**src/rtl/blackhole_input_pkg.sv**
```systemverilog
// Shared types and bit layouts for the blackhole input controller.
// Canonical direction/fire vector is the common currency between sources.
package blackhole_input_pkg;

   typedef enum logic [1:0] {
      OWN_NONE = 2'd0,
      OWN_KBD  = 2'd1,
      OWN_JOY0 = 2'd2,
      OWN_JOY1 = 2'd3
   } owner_e;

   localparam int KB_FIRE   = 0;
   localparam int KB_START1 = 1;
   localparam int KB_START2 = 2;
   localparam int KB_COIN   = 3;
   localparam int KB_UP     = 4;
   localparam int KB_DOWN   = 5;
   localparam int KB_LEFT   = 6;
   localparam int KB_RIGHT  = 7;

   localparam int JS_RIGHT = 0;
   localparam int JS_LEFT  = 1;
   localparam int JS_DOWN  = 2;
   localparam int JS_UP    = 3;
   localparam int JS_FIRE  = 4;

   localparam int SYNC_STAGES = 2;

   typedef struct packed {
      logic u;
      logic d;
      logic l;
      logic r;
      logic f;
   } canon_t;

endpackage

```
**src/rtl/input_pulse_gen.sv**
```systemverilog
// Frame-timed pulse from a synchronized key; one shot per press.
// Re-arms only after the key is observed low on a valid synchronized sample.
module input_pulse_gen #(
   parameter int N = 4
) (
   input  logic clk_sys,
   input  logic res_n_i,
   input  logic key,
   input  logic arm_en,
   input  logic frame_tick,
   output logic pulse
);

   localparam int CW = $clog2(N + 1);

   logic [CW-1:0] cnt;
   logic          armed;

   // Drop happens on the tick after the count hits zero, giving N..N+1 frames.
   always_ff @(posedge clk_sys or negedge res_n_i) begin
      if (!res_n_i) begin
         pulse <= 1'b0;
         cnt   <= '0;
         armed <= 1'b0;
      end else if (pulse) begin
         if (frame_tick) begin
            if (cnt == '0) pulse <= 1'b0;
            else           cnt   <= cnt - CW'(1);
         end
      end else if (armed && key) begin
         pulse <= 1'b1;
         cnt   <= CW'(N);
         armed <= 1'b0;
      end else if (arm_en && !key) begin
         armed <= 1'b1;
      end
   end

endmodule

```
**src/rtl/blackhole_input_ctrl.sv**
```systemverilog
// Input controller: synchronizes MiST sources, arbitrates a single owner,
// remaps orientation and drives the galaxian P1/P2 control words.
module blackhole_input_ctrl
   import blackhole_input_pkg::*;
#(
   parameter int COIN_FRAMES  = 4,
   parameter int START_FRAMES = 2,
   parameter int IDLE_FRAMES  = 120
) (
   input  logic       clk_sys,
   input  logic       res_n_i,
   input  logic [9:0] kbjoy,
   input  logic [7:0] joystick_0,
   input  logic [7:0] joystick_1,
   input  logic       rotate,
   input  logic       vblank,
   output logic [6:0] p1_csjudlr,
   output logic [6:0] p2_csjudlr,
   output logic [1:0] owner
);

   localparam int SW = 28;
   localparam logic [7:0] IDLE_MAX = 8'(IDLE_FRAMES);

   logic [SYNC_STAGES-1:0][SW-1:0] sync_q;
   logic [SYNC_STAGES-1:0]         vld_pipe;
   logic [SW-1:0]                  sync_s;
   logic [9:0]                     kb_s;
   logic [7:0]                     j0_s, j1_s;
   logic                           rot_s, vb_s, vb_d, frame_tick, sync_vld;

   always_ff @(posedge clk_sys or negedge res_n_i) begin
      if (!res_n_i) begin
         sync_q   <= '0;
         vld_pipe <= '0;
         vb_d     <= 1'b0;
      end else begin
         sync_q[0] <= {vblank, rotate, joystick_1, joystick_0, kbjoy};
         for (int i = 1; i < SYNC_STAGES; i++) sync_q[i] <= sync_q[i-1];
         vld_pipe  <= {vld_pipe[SYNC_STAGES-2:0], 1'b1};
         vb_d      <= vb_s;
      end
   end

   assign sync_s     = sync_q[SYNC_STAGES-1];
   assign sync_vld   = vld_pipe[SYNC_STAGES-1];
   assign kb_s       = sync_s[9:0];
   assign j0_s       = sync_s[17:10];
   assign j1_s       = sync_s[25:18];
   assign rot_s      = sync_s[26];
   assign vb_s       = sync_s[27];
   assign frame_tick = vb_s & ~vb_d;

   logic unused_bits;
   assign unused_bits = ^{kb_s[9:8], j0_s[7:5], j1_s[7:5]};

   // Indexed by owner code so the owner's vector is a direct lookup; slot 0 is NONE.
   canon_t [3:0] src;
   logic   [3:0] act;

   always_comb begin
      src[0] = '0;
      src[1] = {kb_s[KB_UP], kb_s[KB_DOWN], kb_s[KB_LEFT], kb_s[KB_RIGHT], kb_s[KB_FIRE]};
      src[2] = {j0_s[JS_UP], j0_s[JS_DOWN], j0_s[JS_LEFT], j0_s[JS_RIGHT], j0_s[JS_FIRE]};
      src[3] = {j1_s[JS_UP], j1_s[JS_DOWN], j1_s[JS_LEFT], j1_s[JS_RIGHT], j1_s[JS_FIRE]};
      for (int i = 0; i < 4; i++) act[i] = |src[i];
   end

   owner_e     state, state_nx;
   logic [7:0] idle_cnt, idle_nx, idle_inc;

   assign idle_inc = idle_cnt + 8'd1;

   always_ff @(posedge clk_sys or negedge res_n_i) begin
      if (!res_n_i) begin
         state    <= OWN_NONE;
         idle_cnt <= '0;
      end else begin
         state    <= state_nx;
         idle_cnt <= idle_nx;
      end
   end

   always_comb begin
      state_nx = state;
      idle_nx  = idle_cnt;
      case (state)
         OWN_NONE: begin
            idle_nx = '0;
            if      (act[1]) state_nx = OWN_KBD;
            else if (act[2]) state_nx = OWN_JOY0;
            else if (act[3]) state_nx = OWN_JOY1;
         end
         default: begin
            // Owner activity beats a coincident release tick.
            if (act[state]) begin
               idle_nx = '0;
            end else if (frame_tick) begin
               if (idle_inc == IDLE_MAX) begin
                  state_nx = OWN_NONE;
                  idle_nx  = '0;
               end else begin
                  idle_nx = idle_inc;
               end
            end
         end
      endcase
   end

   canon_t sel, dir, out_q;

   always_comb begin
      sel = src[state_nx];
      dir = sel;
      if (rot_s) begin
         dir.u = sel.l;
         dir.d = sel.r;
         dir.l = sel.d;
         dir.r = sel.u;
      end
   end

   always_ff @(posedge clk_sys or negedge res_n_i) begin
      if (!res_n_i) out_q <= '0;
      else          out_q <= dir;
   end

   logic [2:0] key_s, pulse;
   assign key_s = {kb_s[KB_START2], kb_s[KB_START1], kb_s[KB_COIN]};

   for (genvar g = 0; g < 3; g++) begin : g_pulse
      input_pulse_gen #(
         .N(g == 0 ? COIN_FRAMES : START_FRAMES)
      ) u_pulse (
         .clk_sys   (clk_sys),
         .res_n_i   (res_n_i),
         .key       (key_s[g]),
         .arm_en    (sync_vld),
         .frame_tick(frame_tick),
         .pulse     (pulse[g])
      );
   end

   assign p1_csjudlr = {pulse[0], pulse[1], out_q.f, 2'b00, out_q.l, out_q.r};
   assign p2_csjudlr = {1'b0, pulse[2], out_q.f, 2'b00, out_q.d, out_q.u};
   assign owner      = state;

endmodule

```
**config.mk**
```make
export PLATFORM = sky130hd
export DESIGN_NAME = blackhole_input_ctrl
export DESIGN_NICKNAME = d
export VERILOG_FILES = /design/src/rtl/blackhole_input_pkg.sv /design/src/rtl/input_pulse_gen.sv /design/src/rtl/blackhole_input_ctrl.sv
export SDC_FILE = /design/constraint.sdc
export NUM_CORES = 1
export LEC_CHECK = 0
export CAP_MARGIN = 20
export CORE_UTILIZATION = 41
export CTS_BUF_LIST = sky130_fd_sc_hd__clkbuf_2 sky130_fd_sc_hd__clkbuf_4 sky130_fd_sc_hd__clkbuf_8
export DETAILED_ROUTE_END_ITERATION = 10
export GPL_TIMING_DRIVEN = 0
export PLACE_DENSITY = 0.71
export REMOVE_ABC_BUFFERS = 1
export SYNTH_ARGS = -nofsm -noshare
export SYNTH_HDL_FRONTEND = slang
export SYNTH_SLANG_ARGS = --single-unit
```
**constraint.sdc**
```tcl
create_clock -name clk_sys -period 2.4 [get_ports clk_sys]
set_clock_uncertainty 0.15 [all_clocks]
set_input_delay 0.48 -clock clk_sys [delete_from_list [all_inputs] [get_ports clk_sys]]
set_output_delay 0.48 -clock clk_sys [all_outputs]
set_load 0.01 [all_outputs]
```
Yosys cells after proc, flatten, opt, wreduce, memory -nomap -nowiden
Cells that the tools add are included.
{"block": "classes", "n_reduce_logical": 29, "shift": 0, "div_mod_pow": 0, "mul": 0, "add_sub_neg": 4, "n_mux": 46, "n_eq_ne": 7, "bitwise": 5, "order_cmp": 2}
{"operator": "8-bit 2-to-1 mux", "n": 4}
{"operator": "2-bit 2-to-1 mux", "n": 15}
{"operator": "1-bit 2-to-1 mux", "n": 19}
{"operator": "5-bit OR reduction", "n": 3}
{"operator": "3-bit 2-to-1 mux", "n": 4}
{"operator": "2-bit != test (second input constant)", "n": 6}
{"operator": "2-bit nonzero test", "n": 6}
{"operator": "5-bit binary-select mux with 2-bit select", "n": 1}
{"operator": "3-bit AND reduction", "n": 3}
{"operator": "8-bit by 1-bit adder with 8-bit output (second input constant)", "n": 1}
{"operator": "8-bit by 7-bit == test with 1-bit output (second input constant)", "n": 1}
{"operator": "1-bit logical AND", "n": 6}
{"operator": "2-bit zero test", "n": 3}
{"operator": "2-bit by 3-bit < comparator with 1-bit output (second input constant)", "n": 2}
{"operator": "2-bit AND reduction", "n": 3}
{"operator": "5-bit 2-to-1 mux", "n": 1}
{"operator": "4-bit 2-to-1 mux", "n": 1}
{"operator": "1-bit NOT", "n": 4}
{"operator": "2-bit by 1-bit subtractor with 2-bit output (second input constant)", "n": 2}
{"operator": "1-bit zero test", "n": 3}
{"operator": "3-bit zero test", "n": 1}
{"operator": "3-bit nonzero test", "n": 1}
{"operator": "3-bit by 1-bit subtractor with 3-bit output (second input constant)", "n": 1}
{"operator": "1-bit binary-select mux with 2-bit select", "n": 1}
{"operator": "1-bit bitwise AND", "n": 1}
{"block": "word_totals", "mem_bits_rw": 0, "inputBits": 30, "mem_count": 0, "word_cells": 113, "latch_bits": 0, "rom_bits": 0, "regBits": 87, "output_inout_bits": 16}

Depth between registers and ports, before layout
Gate-level depths: netlist (run 1).
{"block": "depth", "depth_word": 9, "ltp_mapped": 8, "depth_no_buf": 8}

Cells and area by module
Synthesis (run 1) repeated with hierarchy kept, for this count alone.
{"block": "unflattened", "cells_unflattened": 224, "area_unflattened_um2": 2875.3}
{"module": "blackhole_input_ctrl", "seq_area_each_um2": 1451.4, "instances": 1, "cells_per_inst": 161, "area_each_um2": 2177.1}
{"module": "input_pulse_gen (g_pulse[1].u_pulse ...)", "seq_area_each_um2": 100.1, "instances": 2, "cells_per_inst": 18, "area_each_um2": 215.2}
{"module": "input_pulse_gen (g_pulse[0].u_pulse)", "seq_area_each_um2": 125.1, "instances": 1, "cells_per_inst": 27, "area_each_um2": 267.8}

Worst setup path before layout (run 1)
No wires, ideal clock.
{"block": "synth_timing", "path_kind": "flip-flop to flip-flop", "from": "register idle_cnt[0]", "to": "register out_q (netlist bit p1_csjudlr[4])", "synth_period_minus_slack_ns": 2.379, "setup_time_ns": 0.121, "required_time_ns": 2.129, "path_buffers": 0, "stages_incl_launch_ff": 9, "t_arrival_ns": 2.108, "slack_ns": 0.021, "cell_sequence": "dfrtp_1 -> ha_1 -> nand2_1 -> or3_1 -> a211o_1 -> o31ai_4 -> nand2_2 -> mux2_1 -> a22o_1"}
{"item": "start: declaration", "line": "blackhole_input_ctrl.sv:70", "rtl": "logic [7:0] idle_cnt, idle_nx, idle_inc;"}
{"item": "start signal: assignment", "line": "blackhole_input_ctrl.sv:80", "rtl": "idle_cnt <= idle_nx;"}
{"item": "end signal: assignment", "line": "blackhole_input_ctrl.sv:125", "rtl": "else out_q <= dir;"}
{"item": "end: declaration", "line": "blackhole_input_ctrl.sv:110", "rtl": "canon_t sel, dir, out_q;"}

==> flow_summary.toml, run 1 <==
[run_status]
status = "finished, final reports clean"

[grt]
grt-ovfl-total = 0
grtUsageMet1 = 0.167
grt_pass1_wl_mm = 7.90
use_met2 = 0.233
grt_pass1_vias = 1825
grt_use_total = 0.143
grt_max_degree = 72
busiest_layer = "met2"
met3_usage = 0.0354
antenna_found_initial = 0

[sta]
slew_viol_final = 0
finalHoldViolCount = 0
setup_viol = 0
finalWorstPathRequiredPeriod_ps = 2400
rsz0062_at_grt = "yes"
fmax_mhz = 417
finalWorstSetupSlack_ps = 2.19
worstMarginPinSlew_ps = 835
fin_crit_sh = 0.999
relSlewSlack = 0.443

[logic_synthesis]
ys_warn_count = 0
synth-seq-cells = 71
syn_inst = 238
yosysUniqueCellTypes = 44
synth_seq_area_share = 0.634
netlist_area_mm2 = 0.00280
synth-edff-count = 0
ys_top_cells_by_count = "dfrtp_1 (71), nand2_1 (27), a21oi_1 (14), inv_1 (12), nor2_1 (11)"
synth_most_common_cell = "dfrtp_1"
async_flop_share = 1.00
yosys.area.top_type = "dfrtp_1"
yosysTopAreaCellShare = 0.634
synth_top_flop_cell = "dfrtp_1"
synth_area_per_cell_um2 = 11.8
synthTopCellsByArea = "dfrtp_1 (63%), nand2_1 (3.6%), a21oi_1 (2.5%)"

[final_layout]
antenna_cells = 0
synthToLayoutAreaGrowth_pct = 23.6
drive_gt1_frac = 0.171
nNetsFinal = 317
design_area_mm2 = 0.00347
final_core_util = 0.537
instances_no_fill = 364

[die]
chipWidth_um = 84.7
dieArea_mm2 = 0.00717
dieHeight_um = 84.7
core_region_area_mm2 = 0.00646
placementRows = 29
initial_core_util = 0.434
ioPinCount = 46

[place]
dp_cells = 340
gp_congestion = 0.793
dp_hpwl_mm = 3.01
pre_cts_slack_ps = -188
portBuffers = 32
dpl-instance-area_mm2 = 0.00316

[routing]
vias = 1856
drcViolationCount = 0
drt_iter0_drc = 85
drt_wl_total_mm = 4.57
avgRoutedWirePerCell_um = 12.6
vias_per_cell = 5.10
ant_nets = 0
dr.pass1.iters = 6

[clock_tree]
htreeDepth = 3
cts_sinks = 71
cts.clk_slew.worst_paths_ps = 70
cts_max_path_buffers = 2
clockRootBuffer = "clkbuf_8"
cts_buffers = 9
cts_tree = "yes"
ctsHoldBuffers = 0
clock_latency_ps = 330

[worst_setup_path]
critPathRequiredTime_ps = 2500
cp-end-kind = "flop"
worst_r2r_path_depth = 9
start_kind = "flop"
worstPathArrival_ps = 2490
r2r_start = "idle_cnt[1]"
r2r_slack_ps = 2
critical_path_class = "reg -> reg"
reg2reg_to = "p1_csjudlr[1]"
crit_fanout = 7

[power_and_ir_drop]
p_leak_uw = 0.00150
total_power_uw = 2700
power.density_mw_per_mm2 = 780
peakVddDrop_mv = 0.620

[flow_run]
drv_cap = 0

[min_path]
min_path_type = "in -> async"
==> layout make-up <==
class | count | area [um2]
fillers | 552 | 2990
inverters | 12 | 45.0
flip-flops and latches | 71 | 1780
clock buffers | 11 | 139
well taps | 77 | 96.3
repair buffers | 40 | 382
multi-input cells | 148 | 1000
clock inverters | 5 | 25.0
==> worst max-delay path by stage <==
stage | from | endpoint | slack, ps
2_1_floorplan | idle_cnt[0] | p1_csjudlr[4] | 20
3_3_place_gp | res_n_i | g_pulse[0].u_pulse.cnt[2] | -1530
3_5_place_dp | idle_cnt[0] | p1_csjudlr[4] | -190
4_1_cts | idle_cnt[1] | p1_csjudlr[4] | -90
5_1_grt | idle_cnt[1] | p2_csjudlr[1] | -170
6_report | idle_cnt[1] | p1_csjudlr[1] | 2
==> critical path, cell delays in order (launching register included) <==
cell and delay [ps]:
dfrtp_1 400, ha_4 170, nand4_1 210, xnor2_2 260, a31oi_4 150, o31ai_4 330
buf_6 160, and3_1 180, o21ai_2 70, a32oi_1 230
==> per-layer routing <==
| metal | vias to the layer above | share of wire |
|---|---|---|
| met4 | 0 | 0.024 |
| li1 | 895 | - |
| met2 | 45 | 0.51 |
| met1 | 908 | 0.43 |
| met3 | 8 | 0.039 |
| met5 | - | 0 |
==> registers in the layout, summed over array words and instances (netlist names) <==
name,cells
g_pulse.u_pulse.armed,3
g_pulse.u_pulse.cnt,7
g_pulse.u_pulse.pulse,3
idle_cnt,8
owner,2
p1_csjudlr,3
p2_csjudlr,2
sync_q,20
sync_s,20
vb_d,1
vld_pipe,2
==> per-stage QoR <==
step                      hold slack, ps  setup TNS [ps]
final                                106               0
after global routing                 172            -781
after CTS                            124            -417
after detailed placement             186            -531
after global placement               181         -109010
after floorplan                     34.4               0
==> cells by family (layout without fill, tap and decap cells) <==
| logic type | count (synthesis) | in the layout | share of synthesized area |
|---|---|---|---|
| multiplexers | 1 | 1 | 0.00402 |
| flip-flops | 71 | 71 | 0.634 |
| AO/OA/AOI/OAI | 51 | 51 | 0.123 |
| adder cells (fa/ha/maj) | 5 | 5 | 0.0223 |
| other | 2 | 6 | 0.00268 |
| XOR/XNOR | 7 | 7 | 0.0219 |
| buffers and inverters | 23 | 68 | 0.0428 |
| AND/OR/NAND/NOR | 78 | 78 | 0.150 |
==> layout by cell type, fill, tap and decap left out, types with 2 or more instances in the layout <==
cell             instances
clkbuf_4                 2
o21ai_0                  9
nor3_1                   3
nor2_1                  11
nand2_2                  2
a31oi_1                  2
ha_1                     4
xor2_1                   4
conb_1                   6
a21boi_1                 3
clkinv_2                 5
nand3_1                  5
nor3_2                   2
dfrtp_1                 70
a21oi_1                 14
inv_1                   12
buf_4                    8
nand4_1                  2
xnor2_1                  2
clkdlybuf4s50_1         31
and3_1                   5
nand2_1                 26
a32oi_1                  5
clkbuf_8                 9
o31ai_1                  2
or3_1                    4
nor2b_1                  6
o21ai_2                  6
==> what timing repair did <==
| item | in CTS | in global routing |
|---|---|---|
| pin swaps | 12 | 7 |
| setup buffers | 3 | 5 |
| setup endpoints to repair | 5 | 6 |
| resized for setup | 12 | 10 |
==> where the power goes <==
part	internal (uW)	switching (uW)	total [uW]	leakage, uW
registers	1350	95.6	1440	0.000842
clock network	388	392	781	0.0000935
logic	234	246	480	0.000567
No activity file was read; power rests on OpenSTA's default activity.
==> run 2, diff against run 1 <==
CORE_UTILIZATION = 36   (was 41)
PLACE_DENSITY = 0.65   (was 0.71)
clock period = 2.05 ns   (was 2.4 ns; I/O delays follow)
==> flow_summary.toml, run 2 (synthesized netlist as in run 1, its figures left out) <==
[run_status]
status = "finished, violations left"
failed_checks = "negative setup slack"

[final_layout]
drive_gt1_frac = 0.190
nNetsFinal = 319
synthToLayoutAreaGrowth_pct = 28.2
design_area_mm2 = 0.00359
antenna_cells = 0
final_cell_mix = "dfrtp_1 (70), clkdlybuf4s50_1 (31), nand2_1 (26)"
final_common_cell = "dfrtp_1"

[worst_setup_path]
start_kind = "flop"
cp-end-kind = "flop"
worstPathArrival_ps = 2530
crit_fanout = 7
worst_r2r_path_depth = 7
critPathRequiredTime_ps = 2110
r2r_slack_ps = -420
r2r_start = "vb_d"
reg2reg_to = "p1_csjudlr[4]"
critical_path_class = "reg -> reg"

[grt]
grt_use_total = 0.130
grt-ovfl-total = 0
grt_max_degree = 72
met3_usage = 0.0328
busiest_layer = "met2"
grt_pass1_vias = 1781
grt_pass1_wl_mm = 8.28
use_met2 = 0.199
grtUsageMet1 = 0.165
antenna_found_initial = 0

[clock_tree]
clock_latency_ps = 330
cts_buffers = 9
cts.clk_slew.worst_paths_ps = 70
cts_tree = "yes"
clockRootBuffer = "clkbuf_8"
cts_sinks = 71
htreeDepth = 3
cts_max_path_buffers = 2

[sta]
finalWorstSetupSlack_ps = -419
finalHoldViolCount = 0
rsz0062_at_grt = "yes"
fin_crit_sh = 1.20
fmax_mhz = 405
relSlewSlack = 0.441
slew_viol_final = 0
finalWorstPathRequiredPeriod_ps = 2470
worstMarginPinSlew_ps = 839
setup_viol = 7

[place]
pre_cts_slack_ps = -565
dpl-instance-area_mm2 = 0.00319
gp_congestion = 0.777
portBuffers = 32
dp_hpwl_mm = 3.07

[die]
ioPinCount = 46
initial_core_util = 0.378
dieArea_mm2 = 0.00815
chipWidth_um = 90.3
core_region_area_mm2 = 0.00741
placementRows = 31
dieHeight_um = 90.3

[routing]
drt_iter0_drc = 86
ant_nets = 0
dr.pass1.iters = 4
avgRoutedWirePerCell_um = 12.2
vias = 1830
vias_per_cell = 4.72
drcViolationCount = 0
drt_wl_total_mm = 4.74

[power_and_ir_drop]
p_leak_uw = 0.00154
peakVddDrop_mv = 0.391
power.density_mw_per_mm2 = 933

[min_path]
min_path_type = "in -> async"

[flow_run]
drv_cap = 0
[run 2: changes by cell type in the layout (fill, tap and decap cells not counted), sizes merged]
cell    change
clkbuf      +1
buf         +2
bufinv      +1
clkinv      -2
[run 2: per-stage QoR]
step	hold WS (ps)	power, uW	cells	utilization	TNS (ps)
global placement	182	2250	362	0.430	-135120
finish	34.7	3350	388	0.485	-2060
floorplan	-35.6	2040	231	-	-968
detailed placement	185	2280	362	0.430	-2870
CTS	62.7	3390	383	0.471	-2180
global route	99.6	3560	388	0.485	-2960
[run 2: worst max path at each step]
stage                 from                        to  depth (start not counted)
6_report              vb_d             p1_csjudlr[4]                          7
5_1_grt         sync_s[11]             p1_csjudlr[4]                          7
4_1_cts        idle_cnt[1]             p1_csjudlr[4]                          8
3_5_place_dp   idle_cnt[0]             p1_csjudlr[4]                          8
3_3_place_gp       res_n_i  g_pulse[0].u_pulse.pulse                          1
2_1_floorplan  idle_cnt[0]             p1_csjudlr[4]                          8
[run 2: routing by layer]
metal | share of wire | up-vias
met5 | 0 | -
met1 | 0.45 | 882
met2 | 0.49 | 39
li1 | - | 900
met3 | 0.035 | 9
met4 | 0.024 | 0
[run 2: worst max-delay path, stage by stage (launching register included)]
cell      delay, ps
dfrtp_1         410
nand2b_2        250
or3_1           330
a211o_1         280
o31ai_4         290
nand2_2         120
mux2_4          320
a22o_1          220
[run 2: repair_timing]
action / in CTS / in global routing
hold buffers: 0 / 0
pin swaps: 4 / 15
setup buffers: 5 / 5
gates resized for setup: 15 / 18
endpoints found under the setup margin: 12 / 13
[run 2: layout make-up]
class                      instances  area [um2]
clock buffer                      12         153
clock inverter                     4        45.0
fill                             651        3810
inverter                          12        45.0
multi-input combinational        148        1050
sequential                        71        1780
tap                               99         124
timing repair buffer              42         397
[run 2: report_power, final]
part,switching (uW),total (uW),internal [uW]
Sequential,113,1690,1570
Combinational,300,575,276
Clock,474,1090,617
